==> config.mk <==
export PLATFORM = sky130hd
export DESIGN_NAME = sa_seq_ctrl
export DESIGN_NICKNAME = d
export VERILOG_FILES = /design/src/rtl/sa_ctrl_pkg.sv /design/src/rtl/sa_phase_counter.sv /design/src/rtl/sa_seq_ctrl.sv
export SDC_FILE = /design/constraint.sdc
export NUM_CORES = 1
export LEC_CHECK = 0
export BUFFER_PORTS_ARGS = -buffer_cell sky130_fd_sc_hd__buf_2
export CORE_MARGIN = 2
export CORE_UTILIZATION = 43
export DETAILED_ROUTE_END_ITERATION = 10
export GPL_ROUTABILITY_DRIVEN = 1
export GPL_TIMING_DRIVEN = 0
export PLACE_DENSITY = 0.71
export SLEW_MARGIN = 20
export SYNTH_ARGS = -nofsm -noshare
export SYNTH_HDL_FRONTEND = slang
export SYNTH_SLANG_ARGS = --single-unit
==> constraint.sdc <==
create_clock -name clk -period 2.2 [get_ports clk]
set_input_delay 0.11 -clock clk [delete_from_list [all_inputs] [get_ports clk]]
set_output_delay 0.11 -clock clk [all_outputs]
set_load 0.05 [all_outputs]
==> src/rtl/sa_ctrl_pkg.sv <==
// Shared types and phase-length helpers for the systolic-array pass sequencer.
package sa_ctrl_pkg;

    typedef enum logic [2:0] {
        IDLE    = 3'd0,
        LOAD_W  = 3'd1,
        LOAD_A  = 3'd2,
        FILL    = 3'd3,
        DRAIN   = 3'd4,
        READOUT = 3'd5,
        DONE    = 3'd6
    } sa_state_e;

    function automatic int unsigned len_load_w(input int unsigned h);
        return h;
    endfunction

    function automatic int unsigned len_load_a(input int unsigned h);
        return h;
    endfunction

    function automatic int unsigned len_fill(input int unsigned w);
        return w - 32'd1;
    endfunction

    function automatic int unsigned len_drain(input int unsigned h);
        return 32'd2 * h;
    endfunction

    function automatic int unsigned len_readout(input int unsigned h);
        return h;
    endfunction

    // Wide enough to hold the longest phase (DRAIN, 2H cycles).
    function automatic int unsigned cnt_width(input int unsigned h);
        return $clog2(32'd2 * h + 32'd1);
    endfunction

    function automatic int unsigned row_width(input int unsigned h);
        return (h < 32'd2) ? 32'd1 : $clog2(h);
    endfunction

endpackage

==> src/rtl/sa_phase_counter.sv <==
// Loadable down-counter with count enable and zero flag; load wins over enable.
module sa_phase_counter
    import sa_ctrl_pkg::*;
#(
    parameter int WIDTH = 32'd4
) (
    input  logic             clk,
    input  logic             rst,
    input  logic             load_i,
    input  logic [WIDTH-1:0] load_val_i,
    input  logic             en_i,
    output logic [WIDTH-1:0] count_o,
    output logic             zero_o
);

    logic [WIDTH-1:0] cnt_q;
    logic [WIDTH-1:0] cnt_d;

    // Counter register with synchronous reset.
    always_ff @(posedge clk) begin
        if (rst) begin
            cnt_q <= '0;
        end else begin
            cnt_q <= cnt_d;
        end
    end

    // Next count: saturate at zero rather than wrap.
    always_comb begin
        cnt_d = cnt_q;
        if (load_i) begin
            cnt_d = load_val_i;
        end else if (en_i && (cnt_q != '0)) begin
            cnt_d = cnt_q - WIDTH'(1);
        end else begin
            cnt_d = cnt_q;
        end
    end

    assign count_o = cnt_q;
    assign zero_o  = (cnt_q == '0);

endmodule

==> src/rtl/sa_seq_ctrl.sv <==
// One-pass sequencer for the systolic array: drives buffer/PE enables phase by phase
// from a single shared phase counter.
module sa_seq_ctrl
    import sa_ctrl_pkg::*;
#(
    parameter int ARRAYHEIGHT = 32'd4,
    parameter int ARRAYWIDTH  = 32'd4
) (
    input  logic                                clk,
    input  logic                                rst,
    input  logic                                start,
    input  logic                                out_ready,
    output logic                                busy,
    output logic                                done,
    output logic [row_width(ARRAYHEIGHT)-1:0]   row_idx,
    output logic                                weight_buffer_load_en,
    output logic                                weight_buffer_out_en,
    output logic                                write_weight_en,
    output logic                                input_buffer_load_en,
    output logic                                input_buffer_out_en,
    output logic                                output_buffer_load_en,
    output logic                                output_buffer_out_en
);

    localparam int CW        = cnt_width(ARRAYHEIGHT);
    localparam int RW        = row_width(ARRAYHEIGHT);
    localparam bit SKIP_FILL = (ARRAYWIDTH == 32'd1);

    // Counter load values are phase length minus one.
    localparam logic [CW-1:0] LD_W    = CW'(len_load_w(ARRAYHEIGHT) - 32'd1);
    localparam logic [CW-1:0] LD_A    = CW'(len_load_a(ARRAYHEIGHT) - 32'd1);
    localparam logic [CW-1:0] LD_FILL = SKIP_FILL ? '0 : CW'(len_fill(ARRAYWIDTH) - 32'd1);
    localparam logic [CW-1:0] LD_DR   = CW'(len_drain(ARRAYHEIGHT) - 32'd1);
    localparam logic [CW-1:0] LD_RD   = CW'(len_readout(ARRAYHEIGHT) - 32'd1);
    localparam logic [CW-1:0] H_M1    = CW'(ARRAYHEIGHT - 32'd1);

    sa_state_e        state_q;
    sa_state_e        state_d;
    logic             load_s;
    logic [CW-1:0]    load_val_s;
    logic             cnt_en_s;
    logic [CW-1:0]    count_s;
    logic             zero_s;
    logic [RW-1:0]    row_s;

    sa_phase_counter #(
        .WIDTH(CW)
    ) u_phase_cnt (
        .clk        (clk),
        .rst        (rst),
        .load_i     (load_s),
        .load_val_i (load_val_s),
        .en_i       (cnt_en_s),
        .count_o    (count_s),
        .zero_o     (zero_s)
    );

    // State register.
    always_ff @(posedge clk) begin
        if (rst) begin
            state_q <= IDLE;
        end else begin
            state_q <= state_d;
        end
    end

    // Next-state logic; every transition reloads the counter for the new phase.
    always_comb begin
        state_d    = state_q;
        load_s     = 1'b0;
        load_val_s = '0;
        cnt_en_s   = 1'b0;
        case (state_q)
            IDLE: begin
                if (start) begin
                    state_d    = LOAD_W;
                    load_s     = 1'b1;
                    load_val_s = LD_W;
                end else begin
                    state_d = IDLE;
                end
            end
            LOAD_W: begin
                cnt_en_s = 1'b1;
                if (zero_s) begin
                    state_d    = LOAD_A;
                    load_s     = 1'b1;
                    load_val_s = LD_A;
                end else begin
                    state_d = LOAD_W;
                end
            end
            LOAD_A: begin
                cnt_en_s = 1'b1;
                if (zero_s && SKIP_FILL) begin
                    state_d    = DRAIN;
                    load_s     = 1'b1;
                    load_val_s = LD_DR;
                end else if (zero_s) begin
                    state_d    = FILL;
                    load_s     = 1'b1;
                    load_val_s = LD_FILL;
                end else begin
                    state_d = LOAD_A;
                end
            end
            FILL: begin
                cnt_en_s = 1'b1;
                if (zero_s) begin
                    state_d    = DRAIN;
                    load_s     = 1'b1;
                    load_val_s = LD_DR;
                end else begin
                    state_d = FILL;
                end
            end
            DRAIN: begin
                cnt_en_s = 1'b1;
                if (zero_s) begin
                    state_d    = READOUT;
                    load_s     = 1'b1;
                    load_val_s = LD_RD;
                end else begin
                    state_d = DRAIN;
                end
            end
            READOUT: begin
                // Only accepted rows advance the readout.
                cnt_en_s = out_ready;
                if (zero_s && out_ready) begin
                    state_d    = DONE;
                    load_s     = 1'b1;
                    load_val_s = '0;
                end else begin
                    state_d = READOUT;
                end
            end
            DONE: begin
                state_d = IDLE;
            end
            default: begin
                state_d    = IDLE;
                load_s     = 1'b1;
                load_val_s = '0;
            end
        endcase
    end

    assign row_s = RW'(H_M1 - count_s);

    // Moore output decode; only output_buffer_out_en looks at out_ready.
    always_comb begin
        busy                  = 1'b1;
        done                  = 1'b0;
        row_idx               = '0;
        weight_buffer_load_en = 1'b0;
        weight_buffer_out_en  = 1'b0;
        write_weight_en       = 1'b0;
        input_buffer_load_en  = 1'b0;
        input_buffer_out_en   = 1'b0;
        output_buffer_load_en = 1'b0;
        output_buffer_out_en  = 1'b0;
        case (state_q)
            IDLE: begin
                busy = 1'b0;
            end
            LOAD_W: begin
                weight_buffer_load_en = 1'b1;
                row_idx               = row_s;
            end
            LOAD_A: begin
                weight_buffer_out_en = 1'b1;
                write_weight_en      = 1'b1;
                input_buffer_load_en = 1'b1;
                row_idx              = row_s;
            end
            FILL: begin
                input_buffer_out_en = 1'b1;
            end
            DRAIN: begin
                input_buffer_out_en   = 1'b1;
                output_buffer_load_en = 1'b1;
            end
            READOUT: begin
                input_buffer_out_en  = 1'b1;
                output_buffer_out_en = out_ready;
                row_idx              = row_s;
            end
            DONE: begin
                done = 1'b1;
            end
            default: begin
                busy = 1'b0;
            end
        endcase
    end

endmodule

==> run summary <==
The count of input and output buffers is 13. The worst-margin pin slew was 0.592 ns; the final critical-path required period was 1.83 ns. After layout, the worst path uses 83.1% of the clock period.

Dividing total power by cell area gives a power density of 1680 nW/um2. After filler insertion, the fill cell instance count of the layout stands at 141. In this run the most critical hold path is launched from rst.

The floorplan step set the die width to 43.7 um. The finished cells cover 791 um2. Synthesis handed over a netlist of 94 instances. The worst path meets setup with 0.372 ns of slack. Number of H-tree branching levels: 1. The via count of the first global-routing pass is 670, and the synthesis-to-layout area growth is 16.8%. Setup repair after global routing left no endpoint under its margin.

In this run the deepest clock path goes through 2 buffers. In this run the vertical extent of the chip is 43.7 um. The number of library cell types mapped by synthesis was 39; the maximum number of pins on one net before global-route repair was 11. Most instantiated flip-flop cell in the synthesis netlist: dfxtp_1. The floorplan die area is 1910 um2, and the DRC violation count after routing is 0. IR analysis of the VDD net gives a maximum drop of 0.930 mV.

In this run the static leakage power is 0.367 nW. The average vias per placed instance works out to 5.97. The wire length after detailed routing came out at 1.81 mm. Clock-pin slew was measured on the worst setup and hold paths at 0.06 ns. Once the floorplan was initialized, standard cells occupied 45.5% of the core. The run gives 0 as the buffers inserted during post-CTS setup optimization.

The worst hold margin was 0.275 ns. The worst setup path is launched from a register. Global routing used 20.8% of the available tracks. The number of hold-repair buffers added at the cts stage is 0. The run gives 2.98 mm as the first-pass GRT wire length. The critical path in this run is classified as reg2reg. The insertion delay to the later sink of the worst-skew pair came out at 0.26 ns. The initial antenna violation count was 0; the share of synthesized flip-flops with an asynchronous set or reset was 0%. Counting the buffers created by CTS gives 3.

In the final routed layout, each cell accounts on average for 14.3 um. For the residual antenna-violating net count after detailed routing, the log shows 0. The first TritonRoute pass finished after 4 iterations.

Measured in cells, the most critical reg-to-reg path has a length of 7. Final max-slew violation count: 0. The flow ran to the end, and the final reports show no timing, DRC or antenna violations. The logs give 0 for the number of warnings issued by yosys and 15 for the number of top-level pins. The average cell area after synthesis came out at 7.20 um2.

The tools report the proportion of synthesized chip area in sequential cells as 20.7%. The number of gates resized after cts was 0. The tools report the worst-case clock skew as 0.00194 ns. Once placement finished, the instance area stood at 764 um2.

In this run the critical register-to-register path is captured at u_phase_cnt.count_o[0]$_SDFFE_PP0P_. Sum of overflow across all layers after global routing: 0. Clock tree synthesis found a total of 7 sinks. The floorplan has 14 rows. In the final layout, the share of cells above drive strength 1 is 27.0%. The top cell type by area accounts for 20.7% of the synthesized area.

TritonCTS built the clock tree. When the netlist entered floorplanning its net count stood at 100. The cell sitting at the root of the clock tree is a clkbuf_4.

Detailed routing inserted a total of 758 vias. For the detailed placement HPWL, the log shows 1.32 mm. The hold-critical path depth works out to 2.

For this run, the top clock speed supported by timing is 547 MHz. Capture endpoint of the worst hold path: state_q[2]$_SDFF_PP0_. STA classifies the critical path endpoint as a register.

The run gives 0 as the count of final setup violators. The setup TNS came out at 0 ns. The run gives 0 as the total of max-cap violations. For the worst setup path, the data arrival time is 1.99 ns.

The largest fanout on the critical path came out at 7. Of all cell types, the one taking the most synthesized area is dfxtp_1. After detailed placement, the design holds a cell count of 123. Total of flip-flops plus latches after synthesis: 7. In this run the critical register-to-register path is launched from u_phase_cnt.count_o[0]$_SDFFE_PP0P_. Routability-driven placement finished with a final weighted congestion of 0.828.

The number of antenna cells inserted was 0; the number of design-rule violations left by the first detailed-router iteration was 27. Yosys attributes the largest share of cell area to dfxtp_1, nor2_1, a21oi_1. At the placement stage, the worst setup path has a slack of 0.400 ns. The min-delay analysis places its worst path in the category in2reg. The worst slew margin relative to its limit is 60.5%.

The setup slack of the worst register-to-register path is 0.37 ns, and the post-layout net count is 118. The number of flops mapped to enable cells by yosys is 0, and the worst path required time is 2.36 ns. The non-filler instance count after layout is 127, and the placeable core region is 1490 um2. The mapped cell area is 677 um2. The number of hold violations in the final report came out at 0.
==> worst max-delay path, cell delays in order, from the launching register on <==
cell and delay [ns]:
dfxtp_1 0.35, inv_1 0.12, ha_1 0.19, or3b_1 0.34, buf_2 0.18, o21ai_2 0.12
a22oi_1 0.09, a2111oi_2 0.35
==> placed cells by master, fill, tap and decap left out, types with 3 or more instances in the layout <==
master and n:
buf_2 19, nand2_1 4, nand2b_1 6, nor2_1 12, nor2b_1 3, dfxtp_1 7
clkbuf_4 3, inv_1 5, a21oi_1 9
==> power breakdown <==
group	internal [W]	total, W	switching (W)
combinational	0.000328	0.000973	0.000645
sequential	0.000174	0.000225	0.0000506
clock	0.0000700	0.000129	0.0000593
==> stage by stage <==
step                      utilization, %  total power, W
after floorplan                        -        0.000997
after global placement              51.3         0.00117
after detailed placement            51.3         0.00118
after CTS                           53.1         0.00131
after global routing                53.1         0.00142
final                               53.1         0.00133
==> registers in the layout (all words and copies together) (netlist names) <==
name and cells:
state_q 3, u_phase_cnt.count_o 4
==> final cells by class <==
type                       count  area, um2  share of cell area [%]
tap                           16       20.0                    2.53
sequential                     7        140                    17.7
timing repair buffer          13       65.1                    8.23
multi-input combinational     72        468                    59.2
clock buffer                   4       26.3                    3.32
inverter                       5       18.8                    2.37
buffer                        10       52.6                    6.65
==> metal layers <==
metal  vias up  global-route usage, %  routed length, um  part of all wire, %
met1       348                   27.2                810                   45
met5         -                      0                  0                    0
met3         6                   3.33                 68                  3.8
met4         0                   9.70                 51                  2.8
li1        377                      -                  -                    -
met2        27                   33.2                883                   49
==> kinds of logic (layout without fill, tap and decap cells) <==
family | after synthesis | after routing | synth area share, %
and+or+nand+nor | 41 | 41 | 32.0
muxes | 1 | 1 | 1.66
buffers and inverters | 15 | 32 | 10.5
adders and majority gates | 2 | 2 | 3.70
DFF | 7 | 7 | 20.7
AOI/OAI and AO/OA | 28 | 28 | 31.4
==> synthesized netlist by cell type, types with 2 or more instances <==
| cell type | number |
|---|---|
| nand2b_1 | 6 |
| nor2b_1 | 3 |
| buf_4 | 2 |
| nor3_1 | 2 |
| a2111oi_2 | 2 |
| nor2_1 | 13 |
| and3_1 | 2 |
| a21o_1 | 2 |
| inv_1 | 5 |
| nand2_1 | 4 |
| o211ai_1 | 2 |
| dfxtp_1 | 7 |
| ha_1 | 2 |
| nor4_1 | 2 |
| a21oi_1 | 9 |
| nand3_1 | 2 |
| nand4_1 | 2 |
| buf_2 | 6 |
==> how the worst max path moves through the flow <==
stage	start	end	slack, ns	depth (start not counted)
after floorplan	state_q[1]$_SDFF_PP0_	row_idx[0]	0.19	5
after global placement	u_phase_cnt.count_o[0]$_SDFFE_PP0P_	u_phase_cnt.count_o[0]$_SDFFE_PP0P_	0.40	7
after detailed placement	u_phase_cnt.count_o[0]$_SDFFE_PP0P_	u_phase_cnt.count_o[0]$_SDFFE_PP0P_	0.40	7
after CTS	u_phase_cnt.count_o[0]$_SDFFE_PP0P_	u_phase_cnt.count_o[0]$_SDFFE_PP0P_	0.38	7
after global routing	u_phase_cnt.count_o[1]$_SDFFE_PP0P_	u_phase_cnt.count_o[3]$_SDFFE_PP0P_	0.25	6
final	u_phase_cnt.count_o[0]$_SDFFE_PP0P_	u_phase_cnt.count_o[0]$_SDFFE_PP0P_	0.37	7
No activity file was read; power rests on OpenSTA's default activity.
